===== config.mk =====
export PLATFORM = sky130hd
export DESIGN_NAME = membus_port_arb
export DESIGN_NICKNAME = d
export VERILOG_FILES = /design/src/rtl/membus_port_arb.sv
export SDC_FILE = /design/constraint.sdc
export NUM_CORES = 1
export LEC_CHECK = 0
export ABC_AREA = 1
export BUFFER_PORTS_ARGS = -buffer_cell sky130_fd_sc_hd__buf_2
export CAP_MARGIN = 10
export CORE_AREA = 4 4 148 150
export DETAILED_ROUTE_END_ITERATION = 6
export DIE_AREA = 0 0 152 154
export PLACE_DENSITY_LB_ADDON = 0.1
export RECOVER_POWER = 50
export SLEW_MARGIN = 20
export SYNTH_ARGS = -nofsm -noshare
export SYNTH_HDL_FRONTEND = slang
export SYNTH_SLANG_ARGS = --single-unit

===== constraint.sdc =====
create_clock -name clk -period 2.06 [get_ports clk]
set_input_delay 0.412 -clock clk [delete_from_list [all_inputs] [get_ports clk]]
set_output_delay 0.412 -clock clk [all_outputs]
set_load 0.03 [all_outputs]

===== src/rtl/membus_port_arb.sv =====
// membus_port_arb: shares one mem0 core memory port among NPORT requesters; define ROUND_ROBIN_EN for rotating priority
module membus_port_arb #(
    parameter int NPORT   = 4,
    parameter int ADDR_W  = 18,
    parameter int DATA_W  = 36,
    parameter int TIMEOUT = 100
) (
    input  logic                     clk,
    input  logic                     reset,
    input  logic [NPORT-1:0]         rq_cyc,
    input  logic [NPORT-1:0]         rd_rq,
    input  logic [NPORT-1:0]         wr_rq,
    input  logic [NPORT-1:0]         wr_rs,
    input  logic [NPORT*ADDR_W-1:0]  ma,
    input  logic [NPORT*DATA_W-1:0]  mb_in,
    output logic [NPORT-1:0]         grant,
    output logic [NPORT-1:0]         addr_ack,
    output logic [NPORT-1:0]         rd_rs,
    output logic [NPORT-1:0]         nxm,
    output logic [DATA_W-1:0]        mb_out,
    output logic                     mem_rq_cyc,
    output logic                     mem_rd_rq,
    output logic                     mem_wr_rq,
    output logic [ADDR_W-1:0]        mem_ma,
    output logic [DATA_W-1:0]        mem_mb_wr,
    output logic                     mem_wr_rs,
    input  logic                     mem_addr_ack,
    input  logic                     mem_rd_rs,
    input  logic [DATA_W-1:0]        mem_mb_rd
);
    localparam int IW = (NPORT > 1) ? $clog2(NPORT) : 1;
    localparam int TW = $clog2(TIMEOUT + 1);

    typedef enum logic [2:0] {IDLE, ADDR, RD_WAIT, WR_WAIT, RELEASE} state_t;

    state_t            state, state_n;
    logic [IW-1:0]     own, own_n, win, base;
    logic [TW-1:0]     timer, timer_n;
    logic [NPORT-1:0]  grant_n, addr_ack_n, rd_rs_n, nxm_n;
    logic [DATA_W-1:0] mb_out_n, mb_wr_n;
    logic [ADDR_W-1:0] ma_n;
    logic              cyc_n, rd_n, wr_n, wrs_n;
    logic              owner_rq, owner_wr_rs;
    logic [ADDR_W-1:0] ma_a [NPORT];
    logic [DATA_W-1:0] mb_a [NPORT];

    for (genvar i = 0; i < NPORT; i++) begin : g_slice
        assign ma_a[i] = ma[i*ADDR_W +: ADDR_W];
        assign mb_a[i] = mb_in[i*DATA_W +: DATA_W];
    end

    assign owner_rq    = |(rq_cyc & grant);
    assign owner_wr_rs = |(wr_rs & grant);

`ifdef ROUND_ROBIN_EN
    // search pointer: one past the most recent winner
    always_ff @(posedge clk or negedge reset) begin
        if (!reset)
            base <= '0;
        else if (state == IDLE && |rq_cyc)
            base <= (win == IW'(NPORT - 1)) ? '0 : win + 1'b1;
    end
`else
    assign base = '0;
`endif

    // winner: first requesting port found scanning upward from base
    always_comb begin
        win = '0;
        for (int k = NPORT - 1; k >= 0; k--)
            if (rq_cyc[IW'((int'(base) + k) % NPORT)]) win = IW'((int'(base) + k) % NPORT);
    end

    // state and registered outputs
    always_ff @(posedge clk or negedge reset) begin
        if (!reset) begin
            state      <= IDLE;
            own        <= '0;
            timer      <= '0;
            grant      <= '0;
            addr_ack   <= '0;
            rd_rs      <= '0;
            nxm        <= '0;
            mb_out     <= '0;
            mem_rq_cyc <= 1'b0;
            mem_rd_rq  <= 1'b0;
            mem_wr_rq  <= 1'b0;
            mem_ma     <= '0;
            mem_mb_wr  <= '0;
            mem_wr_rs  <= 1'b0;
        end else begin
            state      <= state_n;
            own        <= own_n;
            timer      <= timer_n;
            grant      <= grant_n;
            addr_ack   <= addr_ack_n;
            rd_rs      <= rd_rs_n;
            nxm        <= nxm_n;
            mb_out     <= mb_out_n;
            mem_rq_cyc <= cyc_n;
            mem_rd_rq  <= rd_n;
            mem_wr_rq  <= wr_n;
            mem_ma     <= ma_n;
            mem_mb_wr  <= mb_wr_n;
            mem_wr_rs  <= wrs_n;
        end
    end

    // next state and next output values; pulses default low, everything else holds
    always_comb begin
        state_n    = state;
        own_n      = own;
        timer_n    = timer;
        grant_n    = grant;
        addr_ack_n = '0;
        rd_rs_n    = '0;
        nxm_n      = '0;
        mb_out_n   = mb_out;
        cyc_n      = mem_rq_cyc;
        rd_n       = mem_rd_rq;
        wr_n       = mem_wr_rq;
        ma_n       = mem_ma;
        mb_wr_n    = mem_mb_wr;
        wrs_n      = 1'b0;
        case (state)
            IDLE: if (|rq_cyc) begin
                state_n = ADDR;
                own_n   = win;
                grant_n = NPORT'(1) << win;
                cyc_n   = 1'b1;
                rd_n    = rd_rq[win];
                wr_n    = wr_rq[win];
                ma_n    = ma_a[win];
                timer_n = '0;
            end
            ADDR: if (mem_addr_ack) begin
                cyc_n      = 1'b0;
                addr_ack_n = grant;
                state_n    = mem_rd_rq ? RD_WAIT : (mem_wr_rq ? WR_WAIT : RELEASE);
            end else if (timer == TW'(TIMEOUT - 1)) begin
                nxm_n   = grant;
                cyc_n   = 1'b0;
                state_n = RELEASE;
            end else begin
                timer_n = timer + 1'b1;
            end
            RD_WAIT: if (mem_rd_rs) begin
                mb_out_n = mem_mb_rd;
                rd_rs_n  = grant;
                state_n  = mem_wr_rq ? WR_WAIT : RELEASE;
            end
            WR_WAIT: if (owner_wr_rs || !owner_rq) begin
                mb_wr_n = owner_wr_rs ? mb_a[own] : '0;
                wrs_n   = 1'b1;
                state_n = RELEASE;
            end
            RELEASE: if (!owner_rq) begin
                grant_n = '0;
                state_n = IDLE;
            end
            default: state_n = IDLE;
        endcase
        if (state_n == RELEASE) begin
            rd_n = 1'b0;
            wr_n = 1'b0;
        end
    end
endmodule


Word-level counts from Yosys, hierarchy flattened
Cells that the tools add are included.
- logic and storage cells: 99
- input port bits: 272
- bits in registers: 122
- equal/unequal tests: 11
- $lt $le $gt $ge: 3
- add/sub/neg operators: 1
- bitwise logic cells: 4
- multiplexer cells: 48
- reductions and logical operators: 17
- shift operators: 1
- operators with widths (kind ; number):
    2-to-1 mux 36 bit ; 3
    binary-select mux 36 bit (select 2 bit) ; 1
    binary-select mux 18 bit (select 2 bit) ; 1
    2-to-1 mux 18 bit ; 2
    2-to-1 mux 4 bit ; 9
    2-to-1 mux 3 bit ; 8
    2-to-1 mux 7 bit ; 3
    case mux 3 bit (5 select lines) ; 1
    case mux 7 bit (2 select lines) ; 1
    2-to-1 mux 1 bit ; 13
    OR reduction 4 bit ; 3
    AND 4 bit ; 2
    != test 2 bit (second input constant) ; 4
    case mux 4 bit (2 select lines) ; 1
    AND reduction 2 bit ; 4
    nonzero test 2 bit ; 4
    adder 7 x 1 -> 7 bit (second input constant) ; 1
    equality test 7 bit (second input constant) ; 1
    equality test 3 x 2 -> 1 bit (second input constant) ; 2
    equality test 3 bit (second input constant) ; 2
    >= comparator 3 bit (second input constant) ; 2
    NOT 2 -> 3 bit ; 2
    AND reduction 3 bit ; 2
    binary-select mux 1 bit (select 2 bit) ; 2
    10 further kinds ; 11

Logic depth before layout (Yosys ltp)
Gate-level depths: netlist of the first run.
- word-level depth: 9
- mapped depth: 9
- gate-level depth less buffers: 8

Least setup slack after synthesis of the first run
No wires, ideal clock.
- path type: register -> register
- start point: register grant[0]
- end point: register mem_mb_wr[10]
- data arrival time: 1339 ps
- library setup time: 125 ps
- path slack: 595 ps
- cell stages (with the launch flop): 10
- cells stage by stage: dfrtp_1 > nand2_1 > nand2_1 > inv_1 > nand2_1 > inv_2 > buf_4 > buf_2 > o21ai_0 > o21ai_1
- word-level cells in the longest chain between the ends: 5
- elaborated cells on any way between the ends: 8
- those cells by class: mux: 1; bitwise: 2; reduce/logical: 5
- ends and longest elaborated chain (what ; RTL line ; text):
    from (decl) ; 16 ; output logic [NPORT-1:0] grant,
    from (signal assigned) ; 95 ; grant <= grant_n;
    AND 4 bit ; 52 ; assign owner_rq = |(rq_cyc & grant);
    OR reduction 4 bit ; 52 ;
    logical NOT 1 bit ; - ;
    logical OR 1 bit ; 152 ; WR_WAIT: if (owner_wr_rs || !owner_rq) begin
    AND reduction 2 bit (no source line) ; - ;
    to (signal assigned) ; 104 ; mem_mb_wr <= mb_wr_n;
    to (decl) ; 25 ; output logic [DATA_W-1:0] mem_mb_wr,
Several ways; a longest one is shown, not always the timed one.
A chain may end at the register's enable or synchronous reset.

Worst setup path after layout of the first run
- start point: register timer[0]
- end point: register timer[2]
- word-level cells in the longest chain between the ends: 4
- elaborated cells on any way between the ends: 7
- those cells by class: add/sub: 1; eq/ne: 2; mux: 3; reduce/logical: 1
- ends and longest elaborated chain (what ; RTL line ; text):
    from (decl) ; 38 ; logic [TW-1:0] timer, timer_n;
    from (signal assigned) ; 94 ; timer <= timer_n;
    adder 7 x 1 -> 7 bit ; 145 ; timer_n = timer + 1'b1;
    2-to-1 mux 7 bit ; 140 ; end else if (timer == TW'(TIMEOUT - 1)) begin
    2-to-1 mux 7 bit ; 136 ; ADDR: if (mem_addr_ack) begin
    case mux 7 bit (2 select lines) ; 125 ; case (state)
Several ways; a longest one is shown, not always the timed one. The select of a mux whose other input is x is not followed.

==> results of run 1 <==
-- logic make-up (layout without fill, tap and decap cells) --
group / Yosys count / in the layout / share of synthesized area
other: 1 / 8 / 0.0007201
AO/OA/AOI/OAI: 80 / 80 / 0.07737
multiplexers: 37 / 37 / 0.07112
adder cells (fa/ha/maj): 1 / 1 / 0.002402
AND/OR/NAND/NOR: 283 / 283 / 0.2321
buffers and inverters: 63 / 333 / 0.06824
XOR/XNOR: 3 / 3 / 0.005047
flip-flops: 113 / 113 / 0.5430
-- worst reg2reg max path: stages, from the launching register on --
cell and delay, ns:
dfrtp_1 0.44, ha_1 0.29, inv_1 0.08, nor2_1 0.09, nand3b_1 0.20, nand2_2 0.20, nand2_2 0.12, nand3_1 0.10
nand2_1 0.05
-- metal layers --
| metal | track usage | vias up | part of all wire |
|---|---|---|---|
| li1 | - | 2394 | - |
| met1 | 0.1817 | 2118 | 0.45 |
| met2 | 0.2119 | 213 | 0.44 |
| met3 | 0.05179 | 16 | 0.091 |
| met4 | 0.04752 | 0 | 0.014 |
| met5 | 0 | - | 0 |
-- sequential cells by signal, summed over array words and instances, names as in the netlist, 2 cells and up --
register / cells
mb_out: 36
mem_mb_wr: 36
mem_ma: 18
timer: 7
state: 3
addr_ack: 2
grant: 2
nxm: 2
rd_rs: 2
-- stage by stage --
stage | instance area, um2 | hold WS (ns) | total power [mW] | setup slack, ns | instances
floorplan | 5234 | 0.1164 | 7.348 | 0.5955 | 588
detailed placement | 6804 | 0.4089 | 9.076 | 0.3888 | 1100
CTS | 7390 | 0.1714 | 11.99 | 0.3913 | 1133
global placement | 6804 | 0.4087 | 9.100 | 0.3670 | 1100
global route | 7318 | 0.1844 | 12.51 | 0.2453 | 1133
finish | 7318 | 0.1941 | 11.68 | 0.3912 | 1133
-- placed cells by master (no fill, tap or decap), drive strengths merged --
cell / count
buf: 225
nand2: 219
dfrtp: 113
o21ai: 76
clkbuf: 69
mux2i: 37
nand3: 34
inv: 29
nor2: 22
conb: 8
nand4: 4
clkinvlp: 4
clkinv: 4
a21oi: 3
nor3: 3
xor2: 2
nand3b: 1
o211ai: 1
xnor2: 1
ha: 1
bufinv: 1
dlygate4sd3: 1
-- final cells by class --
cell class,instances,area [um2],share of cell area
clock buffers,21,470.5,0.06428
flip-flops and latches,113,2829,0.3866
repair buffers,274,1425,0.1947
clock inverters,11,105.1,0.01436
inverters,27,101.3,0.01385
multi-input cells,412,2043,0.2792
well taps,275,344.1,0.04702
-- power by group through the flow --
| stage | clock, mW | combinational, mW | sequential, mW |
|---|---|---|---|
| 2_1_floorplan | 0 | 2.08 | 5.27 |
| 3_3_place_gp | 0 | 5.45 | 3.65 |
| 3_5_place_dp | 0 | 5.43 | 3.65 |
| 4_1_cts | 2.92 | 5.43 | 3.63 |
| 5_1_grt | 3.01 | 5.72 | 3.77 |
| 6_report | 2.82 | 5.23 | 3.64 |
-- worst max path at each step --
stage | slack, ns | startpoint | cells past startpoint | to
after floorplan | 0.60 | grant[0] | 9 | mem_mb_wr[10]
after global placement | 0.37 | rq_cyc[0] | 7 | mem_ma[10]
after detailed placement | 0.39 | rq_cyc[0] | 7 | mem_ma[10]
after CTS | 0.39 | timer[0] | 8 | timer[2]
after global routing | 0.25 | timer[0] | 8 | timer[4]
final | 0.39 | timer[0] | 8 | timer[2]
==> run metrics, run 1 <==
largest net degree at the start of global routing 39; Post-synth ARST share 1.000; Top delay family on crit path simple AND/OR/NAND/NOR gates; synthesized area per cell 8.963 um2; Min-Delay Path Class primary input to register; Die X 152 um; routed len/inst around 14 um; Worst R2R End timer[2]; Psw around 5.3 mW; via/cell ratio about 4.2; clk root buf clkbuf_16; Tot GR Track Use 0.1387; routability cong. 0.7965; hold depth 3; outcome finished clean; Post-CTS Resized 0; Slew Viols, Final 0; P per Cell Area about 1600 nW/um2; r2r setup slk slightly below 0.4 ns; sequential share of power 0.311; drt total wl around 16000 um; internal power ~6.4 mW; Nets between 1k and 1.5k; drt first pass iters 4; CTS max path bufs 2; total grt overflow 0; most common library cells after synthesis 211 x nand2_1, 113 x dfrtp_1, 43 x o21ai_0; Main synth FF type dfrtp_1; # clock sinks 113; Post-synth EDFFs 0; crit-path max cell delay around 0.44 ns; fin crit period 1.669 ns; setup total negative slack 0 ns; clock share of power 0.241; highest-delay cell along the critical path dfrtp_1; initial antenna violation count 0; max cap viols 0; FF+latch count, synth ~110; Fmax achieved ~0.60 GHz; hold path startpoint mem_mb_rd[12]; final core utilization 0.3537; CTS tree built; synth warn 0; Final period util 0.8101; die footprint between 20000 and 25000 um2; unrepaired setup endpoints after global routing no; Max FO, Critical Path 6; most frequent CP cell nand2_2; Unique masters post-synth 29; DR DRC count 0; Worst setup EP type register; Peak VDD IR 0.5966 mV; Worst-Skew Late Latency 0.41 ns; Synth area leader dfrtp_1; CTS clk-pin slew, worst paths 0.06 ns; postcts setup bufs 0; fillcell total between 2k and 2.5k; WP data arrival between 1.5 and 2 ns; kind of critical path register to register; Synth-to-Final Area Change 40.53%; Slew HR 0.3702; hold_buf cts 1; Critical R2R Launch timer[0]; IO Pins 382; hold endpoint mb_out[12]; CTS Buf Count 17; final setup fails 0; most frequent cell after synthesis nand2_1; layout cells sized above 1 0.3217; part of the power in combinational logic 0.447; Port Buffers between 200 and 300; Worst-Margin Slew 0.9447 ns; row cnt 53; net switching share of the total power 0.4521; critical path data required time 2.35 ns; post-DP HPWL between 10000 and 15000 um; die height ~150 um; sequential share of the synthesized area 0.5430; core area 20690 um2; antenna viol nets, final 0; CP startpoint kind register; R2R cell count 8; First DRT Iteration DRCs between 200 and 250; buffer and inverter count on the worst path 1; worst path cell trace ha_1 -> inv_1 -> nor2_1 -> nand3b_1 -> nand2_2 -> nand2_2 -> nand3_1 -> nand2_1; Syn Inst Count 581; Starting Density 0.2517; via count around 4.7k; H-tree levels 4; vias in the first global route just under 5k; clock skew roughly 0.009 ns; Antenna Cells 0; Syn Std Cell Area 5207 um2; global-route wire length before repair about 26000 um; reported leakage power 3.928 nW; Area contributors post-synth dfrtp_1 54%, nand2_1 15%, mux2i_1 7.1%; final hold viol count 0; top cell type's share of synthesized area 0.5430
Power figures use the tool's default switching activity.
==> run 2: changes to the inputs <==
Clock period 2.06 ns to 1.7 ns, I/O delays scaled along.
==> run 2 against run 1 <==
First-iteration DRC count down 14%. Global-route usage is essentially flat. Clock skew increased by 0.0063 ns. Non-clock buffer count is 12 higher. Hold slack got worse by 0.082 ns. Total power increased by 24%. Maximum frequency grew 13%. Combinational power up 24%. Via count rose by 0.21%. Clock power is 27% higher. Design area is 1.4% higher. Worst setup slack worse by 0.17 ns. Largest cell class unchanged.
==> run metrics, run 2 (synthesis gave the netlist of run 1 again) <==
hold path startpoint mem_mb_rd[11]; drt first pass iters 6 (+2); most common cell after layout, fill and taps aside buf_2; CTS tree built; Critical R2R Launch state[0]; fin crit period 1.482 ns (-0.1866 ns); total grt overflow 0 (unchanged); final hold viol count 0 (unchanged); IO Pins 382 (unchanged); Worst-Margin Slew 0.6562 ns (-0.2886 ns); outcome finished clean; global-route wire length before repair 26080 um (-0.50%); Tot Pwr 14.52 mW (+24%); Fmax achieved 0.6747 GHz (+13%); Largest regs mb_out: 36 flops, mem_mb_wr: 36 flops, mem_ma: 18 flops; routed len/inst 14.29 um (about the same); WP data arrival 1.78 ns (-0.18 ns); Starting Density 0.2517 (unchanged); Nets 1130 (+1.1%); Worst R2R End mb_out[7]; kind of critical path register to register; part of the power in combinational logic 0.448 (about the same); Post-CTS Resized 0 (unchanged); Worst setup EP type register; Tot GR Track Use 0.1392 (+0.0004987); Max FO, Critical Path 31 (+25); Slew Viols, Final 0 (unchanged); Synth-to-Final Area Change 42.43%; via count 4751 (+0.21%); largest net degree at the start of global routing 38 (-2.6%); row cnt 53 (unchanged); H-tree levels 4 (unchanged); Final period util 0.8719 (+0.06181); final core utilization 0.3585 (+0.004778); Peak VDD IR 0.7631 mV (+28%); hold depth 3 (unchanged); via/cell ratio 4.149 (-0.84%); Setup WS pre-CTS 0.2272 ns (-0.1616 ns); final setup fails 0 (unchanged); CTS Buf Count 17 (unchanged); Worst-Skew Late Latency 0.42 ns (about the same); net switching share of the total power 0.4519 (about the same); Finished Cell Area 7417 um2 (+1.4%); DP Area 6907 um2 (+1.5%); Psw 6.560 mW (+24%); clk root buf clkbuf_16; drt total wl 16360 um (+0.99%); Antenna Cells 0 (unchanged); CTS clk-pin slew, worst paths 0.06 ns (about the same); die footprint 23410 um2 (unchanged); unrepaired setup endpoints after global routing no; P per Cell Area 1957 nW/um2 (+23%); clock share of power 0.247 (+0.006); CTS max path bufs 2 (unchanged); post-DP HPWL 12200 um (+2.7%); routability cong. 0.8363 (+5.0%); sequential share of power 0.305 (-0.006); Port Buffers 259 (unchanged); internal power 7.956 mW (+24%); clock skew 0.01541 ns (+0.006255 ns); Die X 152 um (unchanged); max cap viols 0 (unchanged); First DRT Iteration DRCs 177 (-14%); r2r setup slk 0.22 ns (-0.17 ns); Critical path origin state[0]; hold endpoint mb_out[11]; # clock sinks 113 (unchanged); layout cells sized above 1 0.3310 (+0.009356); setup total negative slack 0 ns (unchanged); hold_buf cts 1 (unchanged); critical path data required time 2.00 ns (-0.35 ns); R2R cell count 6 (-2); DR DRC count 0 (unchanged); postcts setup bufs 0 (unchanged); Min-Delay Path Class primary input to register; die height 154 um (unchanged); most frequent cells in the layout 213 x buf_2, 212 x nand2_1, 112 x dfrtp_1; Slew HR 0.5625 (+0.1924); reported leakage power 4.005 nW (+2.0%); vias in the first global route 4748 (-2.2%); core area 20690 um2 (unchanged); CP startpoint kind register; initial antenna violation count 0 (unchanged); antenna viol nets, final 0 (unchanged); Worst Setup Slack, final 0.2178 ns (-0.1734 ns); fillcell total 2254 (+1.7%)
## run 2: cell count changes in the layout (fill, tap and decap cells not counted), sizes merged
cell / previous run / this run
buf: 225 / 235
bufinv: 1 / 2
clkbuf: 69 / 67
clkinv: 4 / 6
clkinvlp: 4 / 1
inv: 29 / 33
## run 2: final cells by class
cell class | instances | area (um2) | area share
Multi-Input combinational cell | 412 | 2043 | 0.2755
Inverter | 27 | 101.3 | 0.01366
Clock inverter | 15 | 176.4 | 0.02379
Clock buffer | 17 | 425.4 | 0.05735
Timing Repair Buffer | 286 | 1498 | 0.2019
Tap cell | 275 | 344.1 | 0.04639
Sequential cell | 113 | 2829 | 0.3814
## run 2: per-layer routing
layer	track usage	share of wire
met5	0	0
met2	0.2079	0.44
met3	0.05657	0.084
met1	0.1876	0.47
met4	0.03724	0.0072
## run 2: how the worst max path moves through the flow
stage	end	slack (ns)	depth (start not counted)
finish	mb_out[7]	0.22	6
global route	timer[5]	0.07	8
global placement	mem_ma[10]	0.21	5
floorplan	mem_mb_wr[10]	0.24	9
detailed placement	timer[3]	0.23	8
CTS	mem_ma[10]	0.21	5
## run 2: power by group through the flow
stage | Clock [mW] | Sequential (mW) | Combinational (mW)
6_report | 3.58 | 4.42 | 6.51
4_1_cts | 3.70 | 4.42 | 6.75
5_1_grt | 3.84 | 4.58 | 7.10
2_1_floorplan | 0 | 6.39 | 2.52
3_5_place_dp | 0 | 4.44 | 6.76
3_3_place_gp | 0 | 4.44 | 6.77
## run 2: critical path, cell delays in order (launching register included)
cell	delay, ns
dfrtp_1	0.42
buf_4	0.17
inv_1	0.08
nand3_1	0.22
buf_4	0.33
nand2_1	0.10
nand2_1	0.06
## run 2: per-stage QoR
step | hold WS (ns) | instances
CTS | 0.09818 | 1145
finish | 0.1117 | 1145
detailed placement | 0.1787 | 1112
floorplan | 0.04441 | 588
global route | 0.1026 | 1145
global placement | 0.1800 | 1112
